**config.mk**
```make
export PLATFORM = sky130hd
export DESIGN_NAME = apb_reg_bridge
export DESIGN_NICKNAME = d
export VERILOG_FILES = /design/src/rtl/apb_reg_bridge.sv
export SDC_FILE = /design/constraint.sdc
export NUM_CORES = 1
export LEC_CHECK = 0
export ABC_AREA = 1
export BUFFER_PORTS_ARGS = -buffer_cell sky130_fd_sc_hd__clkbuf_2
export CAP_MARGIN = 30
export CORE_MARGIN = 1.5
export CORE_UTILIZATION = 30
export CTS_CLUSTER_DIAMETER = 60
export DETAILED_ROUTE_END_ITERATION = 10
export GPL_TIMING_DRIVEN = 0
export PLACE_DENSITY = 0.64
export REMOVE_ABC_BUFFERS = 1
export SLEW_MARGIN = 20
export SYNTH_ARGS = -nofsm -noshare
export SYNTH_HDL_FRONTEND = slang
export SYNTH_SLANG_ARGS = --single-unit
```
**constraint.sdc**
```tcl
create_clock -name clk_i -period 1.62 [get_ports clk_i]
set_input_delay 0.324 -clock clk_i [delete_from_list [all_inputs] [get_ports clk_i]]
set_output_delay 0.324 -clock clk_i [all_outputs]
set_load 0.005 [all_outputs]
```
**src/rtl/apb_reg_bridge.sv**
```systemverilog
// APB3 slave front-end for the counter top: turns an APB transfer into one
// native register strobe, with address decode errors and RD_LAT-aware read capture.
module apb_reg_bridge #(
    parameter int ADDR_W   = 5,
    parameter int NUM_REGS = 6,
    parameter int RD_LAT   = 1
) (
    input  logic              clk_i,
    input  logic              rstn_i,
    input  logic              psel_i,
    input  logic              penable_i,
    input  logic              pwrite_i,
    input  logic [ADDR_W-1:0] paddr_i,
    input  logic [31:0]       pwdata_i,
    output logic [31:0]       prdata_o,
    output logic              pready_o,
    output logic              pslverr_o,
    output logic              acc_en_o,
    output logic              wr_en_o,
    output logic [2:0]        addr_o,
    output logic [15:0]       wdata_o,
    input  logic [15:0]       rdata_i
);

    typedef enum logic [1:0] {IDLE, STROBE, WAIT, DONE} state_e;

    state_e      state_q;
    logic        wr_q;
    logic [1:0]  cnt_q;
    logic [15:0] prdata_q;
    logic        pready_q;
    logic        pslverr_q;
    logic        acc_en_q;
    logic        wr_en_q;
    logic [2:0]  addr_q;
    logic [15:0] wdata_q;
    logic        addr_err;
    logic        unused_ok;

    assign addr_err  = (paddr_i[1:0] != 2'b00) || (32'(paddr_i[4:2]) >= NUM_REGS);
    assign unused_ok = ^pwdata_i[31:16];

    always_ff @(posedge clk_i or negedge rstn_i) begin
        if (!rstn_i) begin
            state_q   <= IDLE;
            wr_q      <= 1'b0;
            cnt_q     <= 2'd0;
            prdata_q  <= 16'd0;
            pready_q  <= 1'b0;
            pslverr_q <= 1'b0;
            acc_en_q  <= 1'b0;
            wr_en_q   <= 1'b0;
            addr_q    <= 3'd0;
            wdata_q   <= 16'd0;
        end else begin
            acc_en_q <= 1'b0;
            wr_en_q  <= 1'b0;
            case (state_q)
                IDLE: begin
                    // Only a setup phase starts a transfer; a stray access phase is ignored.
                    if (psel_i && !penable_i) begin
                        wr_q    <= pwrite_i;
                        addr_q  <= paddr_i[4:2];
                        wdata_q <= pwdata_i[15:0];
                        if (addr_err) begin
                            state_q   <= DONE;
                            pready_q  <= 1'b1;
                            pslverr_q <= 1'b1;
                        end else begin
                            state_q  <= STROBE;
                            acc_en_q <= 1'b1;
                            wr_en_q  <= pwrite_i;
                        end
                    end
                end
                STROBE: begin
                    if (!psel_i) begin
                        state_q <= IDLE;
                    end else if (wr_q) begin
                        state_q  <= DONE;
                        pready_q <= 1'b1;
                    end else if (RD_LAT == 0) begin
                        prdata_q <= rdata_i;
                        state_q  <= DONE;
                        pready_q <= 1'b1;
                    end else begin
                        cnt_q   <= 2'(RD_LAT);
                        state_q <= WAIT;
                    end
                end
                WAIT: begin
                    if (!psel_i) begin
                        state_q <= IDLE;
                        cnt_q   <= 2'd0;
                    end else begin
                        cnt_q <= cnt_q - 2'd1;
                        // Last wait cycle is exactly RD_LAT cycles after the strobe.
                        if (cnt_q == 2'd1) begin
                            prdata_q <= rdata_i;
                            state_q  <= DONE;
                            pready_q <= 1'b1;
                        end
                    end
                end
                DONE: begin
                    if (!psel_i || penable_i) begin
                        state_q   <= IDLE;
                        pready_q  <= 1'b0;
                        pslverr_q <= 1'b0;
                        prdata_q  <= 16'd0;
                    end
                end
                default: state_q <= IDLE;
            endcase
        end
    end

    assign prdata_o  = {16'd0, prdata_q};
    assign pready_o  = pready_q;
    assign pslverr_o = pslverr_q;
    assign acc_en_o  = acc_en_q;
    assign wr_en_o   = wr_en_q;
    assign addr_o    = addr_q;
    assign wdata_o   = wdata_q;

endmodule

```
==> metrics.md, run 1 <==
| Metric | Value |
|---|---|
| Status | `finished clean` |
| Initial antenna violation count | `0` |
| WL final | `4540 um` |
| CP most frequent cell | `nand2_1` |
| Psw | `between 1.5 and 2 mW` |
| Clock sinks | `between 40 and 50` |
| Die Width | `between 80 and 90 um` |
| Worst Hold Class | `primary input to asynchronous set/reset pin` |
| Most common cell after layout, fill and taps aside | `nand2_1` |
| Total global routing overflow | `0` |
| Final setup fails | `0` |
| Initial cell density of the core | `0.314` |
| Root buf cell | `clkbuf_8` |
| Achievable Freq | `0.677 GHz` |
| Via density | `4.36` |
| Sw Share | `0.395` |
| Worst Path Arrival | `approximately 1.7 ns` |
| Rows | `29` |
| Port Buffers | `80` |
| First-pass GRT wire length | `roughly 8000 um` |
| Post-route antenna net violation count | `0` |
| Cell area after layout | `2510 um^2` |
| Largest net degree at the start of global routing | `45` |
| Leak | `1.48 nW` |
| CP max stage cell | `dfrtp_1` |
| Synth-to-layout area growth | `25.5%` |
| CP Capture Type | `flip-flop` |
| Core Area | `between 6000 and 7000 um^2` |
| Total internal power | `2.54 mW` |
| CTS tree | `done` |
| ANT cells | `0` |
| Final hold slack | `0.0636 ns` |
| Syn Area/Cell | `~8.5 um^2` |
| Routed WL per cell | `roughly 12 um` |
| Total negative slack | `0 ns` |
| Cts hold-fix bufs | `0` |
| Worst setup SP type | `flip-flop` |
| Die Height | `roughly 85 um` |
| Count of final hold-check violations | `0` |
| IO Pins | `113` |
| Crit Path Max Fanout | `12` |
| Die area | `7180 um^2` |
| Max_slew headroom | `0.592` |
| Measured slew at the worst slew-check pin | `0.612 ns` |
| Comb pwr share | `0.386` |
| Yosys cell types | `19` |
| Initial DRC Count | `between 150 and 200` |
| Area after DPL | `between 2000 and 2500 um^2` |
| TritonCTS buffer count | `5` |
| H-tree Lvls | `2` |
| Initial DRT Pass Iterations | `4` |
| Total GRT Usage | `0.138` |
| CTS clk-pin slew, worst paths | `about 0.080 ns` |
| Mapped Area | `approximately 2000 um^2` |
| Final Max Slew Viols | `0` |
| DRC viols | `0` |
| Final setup skew | `0.00787 ns` |
| Detailed-route via count | `around 1,700` |
| CP peak stage delay | `0.52 ns` |
| Gate Count Post-Synth | `~240` |
| Number of nets in the layout | `between 300 and 400` |
| Total power draw | `~4.2 mW` |
| Worst-Skew Late Latency | `0.29 ns` |
| WP data required | `around 1.8 ns` |
| Layout cells sized above 1 | `0.313` |
| Flops & latches, synth | `44` |
| Filler cell count | `between 600 and 700` |
| Seq pwr share | `0.442` |
| Synth warn | `0` |
| Hpwl dp | `around 3000 um` |
| Clk pwr share | `0.172` |
| Clock tree buffer depth | `2` |
| Setup CP Type | `flip-flop to flip-flop` |
| Cell Pwr Density | `roughly 1700 nW/um^2` |
| Vias in the first global route | `~1,700` |
| Commonest cells after routing, fill and taps aside | `nand2_1, clkbuf_2, dfrtp_1` |
| Post-synthesis sequential area ratio | `0.550` |
| Max Cap Violations | `0` |
| Min cycle time layout | `1.48 ns` |
| Max VDD drop | `0.571 mV` |
| Crit-path cells | `nor2_4 > nand3_1 > nand2_1 > nor2_1 > nand2_1 > nand2_1` |
| Final period utilization | `0.912` |
| Final RePlAce weighted congestion | `roughly 0.83` |
| RSZ-0062 raised after global routing | `no` |
-- timing repair --
action | CTS | global route
cloned | 1 | 0
pin swaps | 1 | 2
resized for setup | 3 | 3
setup endpoints to repair | 42 | 35
buffers inserted | 0 | 1
-- logic make-up (layout without fill, tap and decap cells) --
logic type | after synthesis | in the layout | synth area share
AND/OR/NAND/NOR | 146 | 147 | 0.309
flip-flops | 44 | 44 | 0.550
buffers and inverters | 35 | 99 | 0.105
AO/OA/AOI/OAI | 9 | 9 | 0.0287
adder cells (fa/ha/maj) | 1 | 1 | 0.00625
other | 1 | 16 | 0.00187
-- sequential cells by signal, indices dropped and copies added (netlist names) --
register   count
wr_en_o        1
wdata_o       16
wr_q           1
cnt_q          2
state_q        2
acc_en_o       1
pready_o       1
prdata_q      16
addr_o         3
pslverr_o      1
-- layout make-up --
| class | count | area, um^2 | area share |
|---|---|---|---|
| clock buffers | 7 | 86.3 | 0.0343 |
| repair buffers | 81 | 410 | 0.163 |
| multi-input cells | 173 | 772 | 0.307 |
| flip-flops and latches | 44 | 1100 | 0.438 |
| clock inverters | 1 | 7.51 | 0.00299 |
| inverters | 10 | 40.0 | 0.0159 |
| well taps | 77 | 96.3 | 0.0383 |
-- power by group through the flow --
stage | sequential, mW | clock, mW | combinational (mW)
after floorplan | 1.85 | 0 | 0.871
after global placement | 1.84 | 0 | 1.58
after detailed placement | 1.83 | 0 | 1.62
after CTS | 1.86 | 0.751 | 1.64
after global routing | 1.93 | 0.805 | 1.89
final | 1.86 | 0.722 | 1.62
-- path summary, 6_finish.rpt --
path	startpoint	end	slack, ns	cells after the start
setup / recovery	state_q[1]	pready_o	0.14	6
hold / removal	rstn_i	cnt_q[1]	0.06	1
setup reg to reg	state_q[1]	pready_o	0.14	6
hold reg to reg	prdata_q[15]	prdata_q[15]	0.47	2
max in group asynchronous	rstn_i	prdata_q[9]	1.15	1
min in group clk_i	pwrite_i	wr_en_o	0.25	3
-- stage by stage --
stage	util	std cells	setup slack [ns]
finish	0.394	393	0.143
CTS	0.391	392	0.0322
global route	0.394	393	0.00235
detailed placement	0.374	383	-0.828
floorplan	-	226	-0.121
global placement	0.373	383	-0.854
-- critical path: cells and delay by family, from the launching register on --
family / cells / cell delay (ns)
flip-flops: 1 / 0.52
AND/OR/NAND/NOR: 6 / 0.85
-- routing by layer --
layer / global-route usage / wire, um / vias up
met5: 0 / 0 / -
met4: 0.0440 / 51 / 0
met3: 0.0344 / 305 / 5
met2: 0.219 / 2040 / 76
met1: 0.186 / 2140 / 758
li1: - / - / 875
-- Yosys cell counts --
library cell | instances | area share
nor2_4 | 1 | 0.0056
a31oi_1 | 1 | 0.0031
buf_4 | 17 | 0.064
conb_1 | 1 | 0.0019
buf_2 | 6 | 0.015
nand3_1 | 41 | 0.10
nand2_2 | 2 | 0.0062
nand2_1 | 91 | 0.17
dfrtp_1 | 44 | 0.55
inv_1 | 7 | 0.013
buf_6 | 1 | 0.0056
nor2_1 | 8 | 0.015
clkbuf_1 | 1 | 0.0019
nor2_2 | 2 | 0.0062
inv_2 | 3 | 0.0056
o21ai_0 | 7 | 0.017
nor3_1 | 1 | 0.0025
o21ai_4 | 1 | 0.0081
ha_1 | 1 | 0.0062
No activity file was read; power rests on OpenSTA's default activity.
==> run 2, diff against run 1 <==
- HOLD_SLACK_MARGIN: default -> 0.12
==> run 2 against run 1 <==
Compared with the run above: die area unchanged; final cell count up 0.25%; count of clock-buffer cells in the layout unchanged; largest cell class unchanged; clock power about the same; critical path type unchanged; global-route usage unchanged; largest power group unchanged; sequential power about the same; first-iteration DRC count down 9.0%; final area up 0.40%.
==> metrics.md, run 2 (synthesis gave the netlist of run 1 again) <==
| Metric | Value |
|---|---|
| TritonCTS buffer count | `5 (unchanged)` |
| Total internal power | `2.54 mW (about the same)` |
| Worst setup SP type | `flip-flop (unchanged)` |
| Non-Filler Instances | `394 (was 393)` |
| Leak | `1.48 nW (about the same)` |
| Synth-to-layout area growth | `26.0% (was 25.5%)` |
| Clock sinks | `44 (unchanged)` |
| Root buf cell | `clkbuf_8 (unchanged)` |
| Final RePlAce weighted congestion | `0.830 (unchanged)` |
| Achievable Freq | `0.677 GHz (unchanged)` |
| Crit Path Max Fanout | `12 (unchanged)` |
| Min cycle time layout | `1.48 ns (unchanged)` |
| Die Height | `84.7 um (unchanged)` |
| Total negative slack | `0 ns (unchanged)` |
| Die area | `7180 um^2 (unchanged)` |
| Status | `finished clean (unchanged)` |
| Final hold slack | `0.250 ns (was 0.0636 ns)` |
| CTS tree | `done (unchanged)` |
| Worst-Skew Late Latency | `0.29 ns (about the same)` |
| Routed WL per cell | `11.5 um (was 11.6 um)` |
| CP Capture Type | `flip-flop (unchanged)` |
| Clock tree buffer depth | `2 (unchanged)` |
| Reg2reg start | `state_q[1] (unchanged)` |
| Placed cells | `383 (unchanged)` |
| Layout cells sized above 1 | `0.312 (was 0.313)` |
| Worst Path Arrival | `1.66 ns (about the same)` |
| Post-route antenna net violation count | `0 (unchanged)` |
| Via density | `4.36 (about the same)` |
| Register cell area after layout | `1100 um^2 (unchanged)` |
| Max_slew headroom | `0.592 (about the same)` |
| Hpwl dp | `3040 um (unchanged)` |
| Count of final hold-check violations | `0 (unchanged)` |
| Comb pwr share | `0.386 (about the same)` |
| Util after Layout | `0.395 (was 0.394)` |
| Largest net degree at the start of global routing | `45 (unchanged)` |
| WHS Path Cells | `3` |
| Final setup fails | `0 (unchanged)` |
| Max VDD drop | `0.571 mV (about the same)` |
| Rows | `29 (unchanged)` |
| Measured slew at the worst slew-check pin | `0.612 ns (about the same)` |
| Seq pwr share | `0.442 (about the same)` |
| Die Width | `84.7 um (unchanged)` |
| Max Cap Violations | `0 (unchanged)` |
| H-tree Lvls | `2 (unchanged)` |
| FF-to-FF End | `pready_o (unchanged)` |
| Final Max Slew Viols | `0 (unchanged)` |
| Setup CP Type | `flip-flop to flip-flop (unchanged)` |
| Final setup skew | `0.00787 ns (unchanged)` |
| Most common cell after layout, fill and taps aside | `nand2_1 (unchanged)` |
| Detailed-route via count | `1,716 (was 1,714)` |
| Port Buffers | `80 (unchanged)` |
| Total power draw | `4.21 mW (was 4.20 mW)` |
| Total GRT Usage | `0.138 (unchanged)` |
| IO Pins | `113 (unchanged)` |
| Worst Hold Class | `primary input to flip-flop (was primary input to asynchronous set/reset pin)` |
| Initial DRT Pass Iterations | `4 (unchanged)` |
| Number of nets in the layout | `375 (was 374)` |
| Initial DRC Count | `151 (was 166)` |
| Psw | `1.66 mW (about the same)` |
| Initial cell density of the core | `0.314 (unchanged)` |
| First-pass GRT wire length | `7870 um (unchanged)` |
| WL final | `4550 um (was 4540 um)` |
| RSZ-0062 raised after global routing | `no (unchanged)` |
| Hold Path Origin | `pwrite_i` |
| Critical Path Source | `state_q[1] (unchanged)` |
| CTS clk-pin slew, worst paths | `0.09 ns (was 0.08 ns)` |
| Filler cell count | `691 (was 692)` |
| Total global routing overflow | `0 (unchanged)` |
| Initial antenna violation count | `0 (unchanged)` |
| Crit path to | `pready_o (unchanged)` |
| Cell Pwr Density | `1670 nW/um^2 (about the same)` |
| ANT cells | `0 (unchanged)` |
| Vias in the first global route | `1,663 (unchanged)` |
| Flop2flop setup slack | `0.14 ns (about the same)` |
| WP data required | `1.81 ns (about the same)` |
| Commonest cells after routing, fill and taps aside | `nand2_1, clkbuf_2, dfrtp_1 (unchanged)` |
| Area of the multi-input gates | `772 um^2 (unchanged)` |
| Final period utilization | `0.912 (unchanged)` |
| R2R cell count | `6 (unchanged)` |
| Clk pwr share | `0.172 (about the same)` |
| Core Area | `6390 um^2 (unchanged)` |
| Sw Share | `0.395 (about the same)` |
| DRC viols | `0 (unchanged)` |
==> run 2: changes by cell type in the layout (fill, tap and decap cells not counted), sizes merged <==
cell / before / now
dlygate4sd3: 0 / 1
==> run 2: worst max-delay path: stages (launching register included) <==
cell,delay [ns]
dfrtp_1,0.52
nor2_4,0.39
nand3_1,0.19
nand2_1,0.12
nor2_1,0.05
nand2_1,0.05
nand2_1,0.05
==> run 2: repair_timing <==
item / CTS / global route
cloned: 1 / 0
setup endpoints to repair: 42 / 35
hold buffers: 1 / 0
resized for setup: 3 / 3
buffers inserted: 0 / 1
pin swaps: 1 / 2
hold endpoints to repair: 44 / 0
==> run 2: routing by layer <==
| metal | vias to the layer above | track usage | share of wire |
|---|---|---|---|
| li1 | 877 | - | - |
| met3 | 5 | 0.0334 | 0.066 |
| met4 | 0 | 0.0440 | 0.011 |
| met2 | 76 | 0.219 | 0.45 |
| met1 | 758 | 0.187 | 0.47 |
| met5 | - | 0 | 0 |
==> run 2: cell type report <==
| cell class | instances | share of cell area |
|---|---|---|
| repair buffers | 82 | 0.167 |
| clock inverters | 1 | 0.00297 |
| flip-flops and latches | 44 | 0.436 |
| inverters | 10 | 0.0159 |
| multi-input cells | 173 | 0.306 |
| well taps | 77 | 0.0382 |
| clock buffers | 7 | 0.0342 |
==> run 2: worst min path at each step <==
stage                    to  slack, ns
6_report            wr_en_o       0.25
5_1_grt        prdata_q[12]       0.25
4_1_cts          wdata_o[3]       0.24
3_5_place_dp   prdata_q[15]       0.40
3_3_place_gp   prdata_q[14]       0.46
2_1_floorplan      acc_en_o       0.03
==> run 2: power by group through the flow <==
stage | combinational [mW] | sequential, mW | clock, mW
after floorplan | 0.871 | 1.85 | 0
after global placement | 1.58 | 1.84 | 0
after detailed placement | 1.62 | 1.83 | 0
after CTS | 1.64 | 1.86 | 0.751
after global routing | 1.89 | 1.93 | 0.805
final | 1.62 | 1.86 | 0.722
==> run 2: stage by stage <==
stage | cell area [um^2] | setup WS, ns
after floorplan | 1890 | -0.121
after detailed placement | 2390 | -0.828
after CTS | 2510 | 0.0322
after global placement | 2380 | -0.854
after global routing | 2520 | 0.00235
final | 2520 | 0.143
